===== src/rtl/grf_wb_arbiter.sv =====
// grf_wb_arbiter: shares the single GRF write port between the writeback
// stage (A, never stalled, always wins) and a late-writeback source
// (B, valid/ready, buffered in a small in-order FIFO that drains when A is
// idle). It also reports pending B writes to the hazard unit.

// Per-entry register match: compares one FIFO slot against the two decode
// queries and the current A destination.
module grf_wb_ent_match (
  input  logic       vld,
  input  logic [4:0] ent_a3,
  input  logic [4:0] q_a1,
  input  logic [4:0] q_a2,
  input  logic [4:0] wb_a3,
  output logic       hit1,
  output logic       hit2,
  output logic       hit_wb
);
  assign hit1   = vld && (ent_a3 == q_a1);
  assign hit2   = vld && (ent_a3 == q_a2);
  assign hit_wb = vld && (ent_a3 == wb_a3);
endmodule

module grf_wb_arbiter #(
  parameter int DEPTH = 2
) (
  input  logic        clk,
  input  logic        reset,
  input  logic        wb_valid,
  input  logic [4:0]  wb_a3,
  input  logic [31:0] wb_wd,
  input  logic [31:0] wb_pc,
  input  logic        mdu_valid,
  output logic        mdu_ready,
  input  logic [4:0]  mdu_a3,
  input  logic [31:0] mdu_wd,
  input  logic [31:0] mdu_pc,
  input  logic [4:0]  q_a1,
  input  logic [4:0]  q_a2,
  output logic        busy1,
  output logic        busy2,
  output logic        drain_req,
  output logic        conflict,
  output logic        grf_we,
  output logic [4:0]  grf_a3,
  output logic [31:0] grf_wd,
  output logic [31:0] grf_pc
);
  localparam int PW = $clog2(DEPTH);
  localparam int CW = $clog2(DEPTH + 1);

  typedef struct packed {
    logic [4:0]  a3;
    logic [31:0] wd;
    logic [31:0] pc;
  } wb_ent_t;

  wb_ent_t [DEPTH-1:0] mem_q, mem_d;
  logic [PW-1:0]       rd_ptr_q, rd_ptr_d;
  logic [PW-1:0]       wr_ptr_q, wr_ptr_d;
  logic [CW-1:0]       cnt_q, cnt_d;
  logic                conflict_q, conflict_d;

  logic [DEPTH-1:0]    ent_vld, hit1, hit2, hit_wb;
  logic                a_grant, fifo_empty, pop, push;
  wb_ent_t             head;

  // Slot i holds a live entry when its distance from the read pointer is
  // below the count; pointer subtraction wraps because DEPTH is a power of 2.
  for (genvar i = 0; i < DEPTH; i++) begin : g_ent
    logic [PW-1:0] off;
    assign off        = PW'(i) - rd_ptr_q;
    assign ent_vld[i] = CW'(off) < cnt_q;
    grf_wb_ent_match u_match (
      .vld    (ent_vld[i]),
      .ent_a3 (mem_q[i].a3),
      .q_a1   (q_a1),
      .q_a2   (q_a2),
      .wb_a3  (wb_a3),
      .hit1   (hit1[i]),
      .hit2   (hit2[i]),
      .hit_wb (hit_wb[i])
    );
  end

  assign head       = mem_q[rd_ptr_q];
  assign fifo_empty = (cnt_q == '0);
  assign a_grant    = wb_valid && (wb_a3 != 5'd0);
  assign pop        = !a_grant && !fifo_empty;
  // Ready comes from registered count only: no pass-through when full.
  assign mdu_ready  = (cnt_q < CW'(DEPTH));
  assign push       = mdu_valid && mdu_ready && (mdu_a3 != 5'd0);

  assign busy1      = (q_a1 != 5'd0) && (|hit1);
  assign busy2      = (q_a2 != 5'd0) && (|hit2);
  assign drain_req  = (cnt_q == CW'(DEPTH));
  assign conflict   = conflict_q;

  // Write-port mux: A first, then FIFO head, otherwise fully zeroed.
  always_comb begin
    grf_we = 1'b0;
    grf_a3 = 5'd0;
    grf_wd = 32'd0;
    grf_pc = 32'd0;
    if (a_grant) begin
      grf_we = 1'b1;
      grf_a3 = wb_a3;
      grf_wd = wb_wd;
      grf_pc = wb_pc;
    end else if (pop) begin
      grf_we = 1'b1;
      grf_a3 = head.a3;
      grf_wd = head.wd;
      grf_pc = head.pc;
    end
  end

  // FIFO pointer/count/storage update and sticky conflict detection.
  always_comb begin
    mem_d      = mem_q;
    rd_ptr_d   = rd_ptr_q;
    wr_ptr_d   = wr_ptr_q;
    cnt_d      = cnt_q;
    conflict_d = conflict_q;
    if (push) begin
      mem_d[wr_ptr_q] = '{a3: mdu_a3, wd: mdu_wd, pc: mdu_pc};
      wr_ptr_d        = wr_ptr_q + 1'b1;
    end
    if (pop) rd_ptr_d = rd_ptr_q + 1'b1;
    cnt_d = cnt_q + CW'(push) - CW'(pop);
    if (a_grant && (|hit_wb)) conflict_d = 1'b1;
  end

  // Control state: synchronous reset discards all pending entries.
  always_ff @(posedge clk) begin
    if (reset) begin
      rd_ptr_q   <= '0;
      wr_ptr_q   <= '0;
      cnt_q      <= '0;
      conflict_q <= 1'b0;
    end else begin
      rd_ptr_q   <= rd_ptr_d;
      wr_ptr_q   <= wr_ptr_d;
      cnt_q      <= cnt_d;
      conflict_q <= conflict_d;
    end
  end

  // Entry storage needs no reset; liveness is tracked by the count.
  always_ff @(posedge clk) begin
    mem_q <= mem_d;
  end
endmodule


===== config.mk =====
export PLATFORM = sky130hd
export DESIGN_NAME = grf_wb_arbiter
export DESIGN_NICKNAME = d
export VERILOG_FILES = /design/src/rtl/grf_wb_arbiter.sv
export SDC_FILE = /design/constraint.sdc
export NUM_CORES = 1
export LEC_CHECK = 0
export ABC_AREA = 1
export BUFFER_PORTS_ARGS = -buffer_cell sky130_fd_sc_hd__buf_2
export CAP_MARGIN = 20
export CORE_MARGIN = 5
export CORE_UTILIZATION = 45
export DETAILED_ROUTE_END_ITERATION = 16
export GPL_ROUTABILITY_DRIVEN = 1
export HOLD_SLACK_MARGIN = 0.15
export PLACE_DENSITY = 0.73
export SYNTH_ARGS = -nofsm -noshare
export SYNTH_HDL_FRONTEND = slang
export SYNTH_SLANG_ARGS = --single-unit

===== constraint.sdc =====
create_clock -name clk -period 6.6 [get_ports clk]
set_input_delay 1.32 -clock clk [delete_from_list [all_inputs] [get_ports clk]]
set_output_delay 1.32 -clock clk [all_outputs]
set_load 0.01 [all_outputs]

# After elaboration in Yosys (flattened, before gate mapping)
# Cells that the tools add are included.
[op_classes]
addsub = 6
n_lt_le_gt_ge = 6
eq_ne = 7
mux = 13
reduce_logical = 24
[ops]
columns = ["cell", "n"]
rows = [
  ["2-to-1 mux 69 bit", 3],
  ["bitwise mux 138 bit", 1],
  ["2-to-1 mux 32 bit", 4],
  ["demux 69 bit (select 1 bit)", 1],
  ["equality test 5 bit", 6],
  ["nonzero test 5 bit", 4],
  ["logical AND 1 bit", 14],
  ["2-to-1 mux 5 bit", 2],
  ["OR reduction 2 bit", 3],
  ["less-than comparator 1 x 2 -> 1 bit", 2],
  ["less-than comparator 1 x 2 -> 1 bit (second input constant)", 2],
  ["adder 1 bit (second input constant)", 2],
  ["adder 2 x 1 -> 2 bit", 1],
  ["equality test 2 bit (second input constant)", 1],
  ["zero test 1 bit", 2],
  ["zero test 2 bit", 1],
  ["less-than comparator 2 bit (second input constant)", 1],
  ["2-to-1 mux 1 bit", 2],
  ["subtractor 1 bit (first input constant)", 2],
  ["subtractor 2 x 1 -> 2 bit", 1],
  [">= comparator 1 bit (second input constant)", 1],
]
[word_totals]
reg_bits = 143
in_bits = 152
out_inout_bits = 75
wordCells = 66

# Depth between registers and ports, before layout
[depth]
ltp_word = 6
mapped_depth = 12
ltp_nobuf = 11

# Cells and area by module
# From an unflattened synthesis, not the netlist that was laid out.
[unflattened]
cells_unflattened = 575
hier_area_um2 = 6929.1
[modules_own_cells]
columns = ["module", "instances", "cells_per_inst", "area_per_inst_um2", "seq_area_each_um2"]
rows = [
  ["grf_wb_arbiter", 1, 433, 6351.1, 4244.1],
  ["grf_wb_ent_match", 2, 71, 289.0, 0.0],
]

# Worst setup path after synthesis
# OpenSTA, ideal clock, no wires.
[synth_path]
path_kind = "in2reg"
from = "in mdu_a3[3]"
to = "reg mem_q[100] (netlist bit) (enable)"
setup_ns = 0.498
arrival_ns = 4.451
required_time_ns = 6.102
path_slack_ns = 1.651
stages = 4
path_buffers = 0
cell_sequence = "nor3_1 -> nand2_1 -> nand3_1 -> nor2_1"
[synth_between]
elab_chain_len = 2
[synth_lines]
columns = ["element", "line", "rtl"]
rows = [
  ["start: declaration", "34", "input logic [4:0] mdu_a3,"],
  ["nonzero test 5 bit", "91", "assign push = mdu_valid && mdu_ready && (mdu_a3 != 5'd0);"],
  ["logical AND 1 bit", "91", ""],
  ["end signal: assignment", "150", "mem_q <= mem_d;"],
  ["end: declaration", "57", "wb_ent_t [DEPTH-1:0] mem_q, mem_d;"],
]
# Every way passes these cells.
# A chain may end at the register's enable or synchronous reset.

# Final worst setup path
[layout_path]
from = "in wb_a3[4]"
to = "out grf_wd[3]"
[layout_between]
elab_chain_len = 6
[layout_lines]
columns = ["element", "line", "rtl"]
rows = [
  ["start: declaration", "29", "input logic [4:0] wb_a3,"],
  ["nonzero test 5 bit *", "87", "assign a_grant = wb_valid && (wb_a3 != 5'd0);"],
  ["logical AND 1 bit *", "87", ""],
  ["zero test 1 bit", "88", "assign pop = !a_grant && !fifo_empty;"],
  ["logical AND 1 bit", "88", ""],
  ["2-to-1 mux 32 bit", "109", "end else if (pop) begin"],
  ["2-to-1 mux 32 bit *", "104", "if (a_grant) begin"],
  ["end: declaration", "45", "output logic [31:0] grf_wd,"],
]
# Mark *: on every way between the ends. The rest lies on a longest branch, timed or not.

==> metrics.cfg <==
[run_status]
outcome=finished, final reports clean

[cts]
cts_tree=built
post_cts.repair.setup_buffers=0
clk_latency_ps=410
cts_resized=0
cts_max_path_buffers=2
ctsHoldBuffers=0
clock-root-buffer=clkbuf_16
cts_buffers=17
htreeDepth=4
clock-sinks=143
clkSlewWorstSetupHoldPaths_ps=60

[critical_path]
required_ps=5280
critPathLaunchType=input port
crit_path_end_kind=output pin
critical_path_class=in -> out
worstPathArrival_ps=3080
cp_max_fo=34

[timing]
setup_viol=0
finClkSkew_ps=9.27
fmax_mhz=227
fin_setup_tns_ps=0
fin_crit_ps=4400
maxSlewViolCount=0
worst_pin_slew_ps=1060
rsz0062_at_grt=no
fin_crit_sh_pct=66.7
slew-limit-headroom_pct=29.3
finalHoldViolCount=0

[power_and_ir_drop]
ir_drop_mv=0.198
p_per_area_nw_per_um2=352
power_leakage_nw=3.70

[logic_synthesis]
netlist-cell-type-count=23
postSynthAreaPerCell_um2=11.0
ys_ff_latch=143
syn_inst=598
syn-num-nets=752
syn_area_um2=6590
yosysWarnings=0
synth_seq_area_share_pct=64.4

[routing]
drtIter0Drc=390
ant_nets=0
first_pass_iters=5
drc=0
wl_per_cell_um=16.4
wirelength_um=16700
num_vias=5146
vias_per_cell=5.06

[global_routing]
grt_pass1_vias=5006
overflow=0
grt_max_degree=68
antenna_found_initial=2
grt_pass1_wl_um=25000
grt.total_usage_pct=19.1

[finish]
layout_commonest_cell=buf_2
diodes=0
multi_input_area_um2=2080
finalNonFillerCells=1016
nFillCells=1237
finalNetCount=973
final_util_pct=58.5
layout-drive-gt1-share_pct=37.6
area_growth_pct=28.4
final-seq-area_um2=4250
mostFrequentLayoutCells=226 x buf_2, 145 x nor2_1, 138 x edfxtp_1

[placed_design]
port_buffers=226
hpwlAfterDp_um=11400
place.gp.congestion=0.883
post-place-cells=984

[floorplan]
start_util_pct=45.5
core_um2=14500
fp.dieArea_um2=17200
ioPinCount=227
fp.dieH_um=131
placementRows=44
die_w_um=131

[min_path]
hp-class=reg -> reg

[run]
cap_violations=0

==> cell usage after synthesis <==
cell type / n / area [µm²]
buf_2: 8 / 40.0
nand2_1: 129 / 484
ha_1: 2 / 25.0
nor2_1: 147 / 552
dfxtp_1: 5 / 100
nor3b_1: 2 / 15.0
nor3_1: 5 / 25.0
clkbuf_1: 13 / 48.8
o31ai_2: 40 / 500
o21ai_0: 5 / 25.0
nand4_1: 2 / 12.5
o211ai_1: 5 / 37.5
a21oi_1: 13 / 65.1
nand2_2: 2 / 12.5
buf_4: 3 / 22.5
edfxtp_1: 138 / 4140
buf_6: 5 / 56.3
inv_2: 5 / 18.8
inv_1: 27 / 101
xor2_1: 8 / 70.1
o31ai_1: 24 / 180
nand3_1: 8 / 40.0
xnor2_1: 2 / 17.5
==> layer usage <==
| metal | share of wire [%] | vias to the layer above | track usage, % |
|---|---|---|---|
| met5 | 0.16 | - | 0 |
| met3 | 8.2 | 31 | 5.39 |
| met2 | 49 | 206 | 30.8 |
| met1 | 41 | 2383 | 24.1 |
| li1 | - | 2522 | - |
| met4 | 2.3 | 4 | 8.23 |
==> sequential cells by signal, indices dropped and copies added, names as in the netlist <==
register,flops
cnt_q,2
conflict,1
mem_q,138
rd_ptr_q,1
wr_ptr_q,1
==> kinds of logic (layout without fill, tap and decap cells) <==
logic type / Yosys count / count (layout) / synth area share [%]
compound gates: 87 / 87 / 12.3
buf+inv: 61 / 295 / 4.36
fa+ha+maj: 2 / 2 / 0.379
simple gates: 295 / 295 / 17.3
xor+xnor: 10 / 10 / 1.33
flops: 143 / 143 / 64.4
==> per-stage QoR <==
stage	setup slack [ps]	hold WS, ps	power [mW]	area (µm²)
final	2200	453	2.98	8470
after global placement	2190	448	2.02	7850
after global routing	1930	493	3.15	8470
after detailed placement	2140	446	2.03	7850
after CTS	2130	455	3.02	8470
after floorplan	1650	468	1.75	6590
==> where the power goes <==
group          switching [mW]  internal [mW]
clock network           0.353          0.633
logic                   0.543          0.252
registers              0.0416           1.16
==> worst paths after layout <==
kind | from | endpoint | slack (ps) | cells past startpoint
worst max-delay path | wb_a3[4] | grf_wd[3] | 2200 | 9
worst min-delay path | conflict | conflict | 450 | 2
worst max register to register | cnt_q[1] | cnt_q[1] | 4000 | 10
worst min register to register | conflict | conflict | 450 | 2
==> layout make-up <==
| class | instances | area share, % |
|---|---|---|
| clock buffers | 18 | 5.07 |
| multi-input cells | 394 | 24.6 |
| clock inverters | 14 | 2.25 |
| repair buffers | 231 | 13.8 |
| inverters | 32 | 1.42 |
| flip-flops and latches | 143 | 50.1 |
| well taps | 184 | 2.72 |
==> worst max-delay path, cell delays in order <==
cell	delay, ps
buf_2	110
inv_2	50
nand4_1	90
nand2_2	120
inv_2	470
buf_4	440
nand2_1	170
o31ai_2	100
buf_2	190
(Power assumes the default switching activity.)
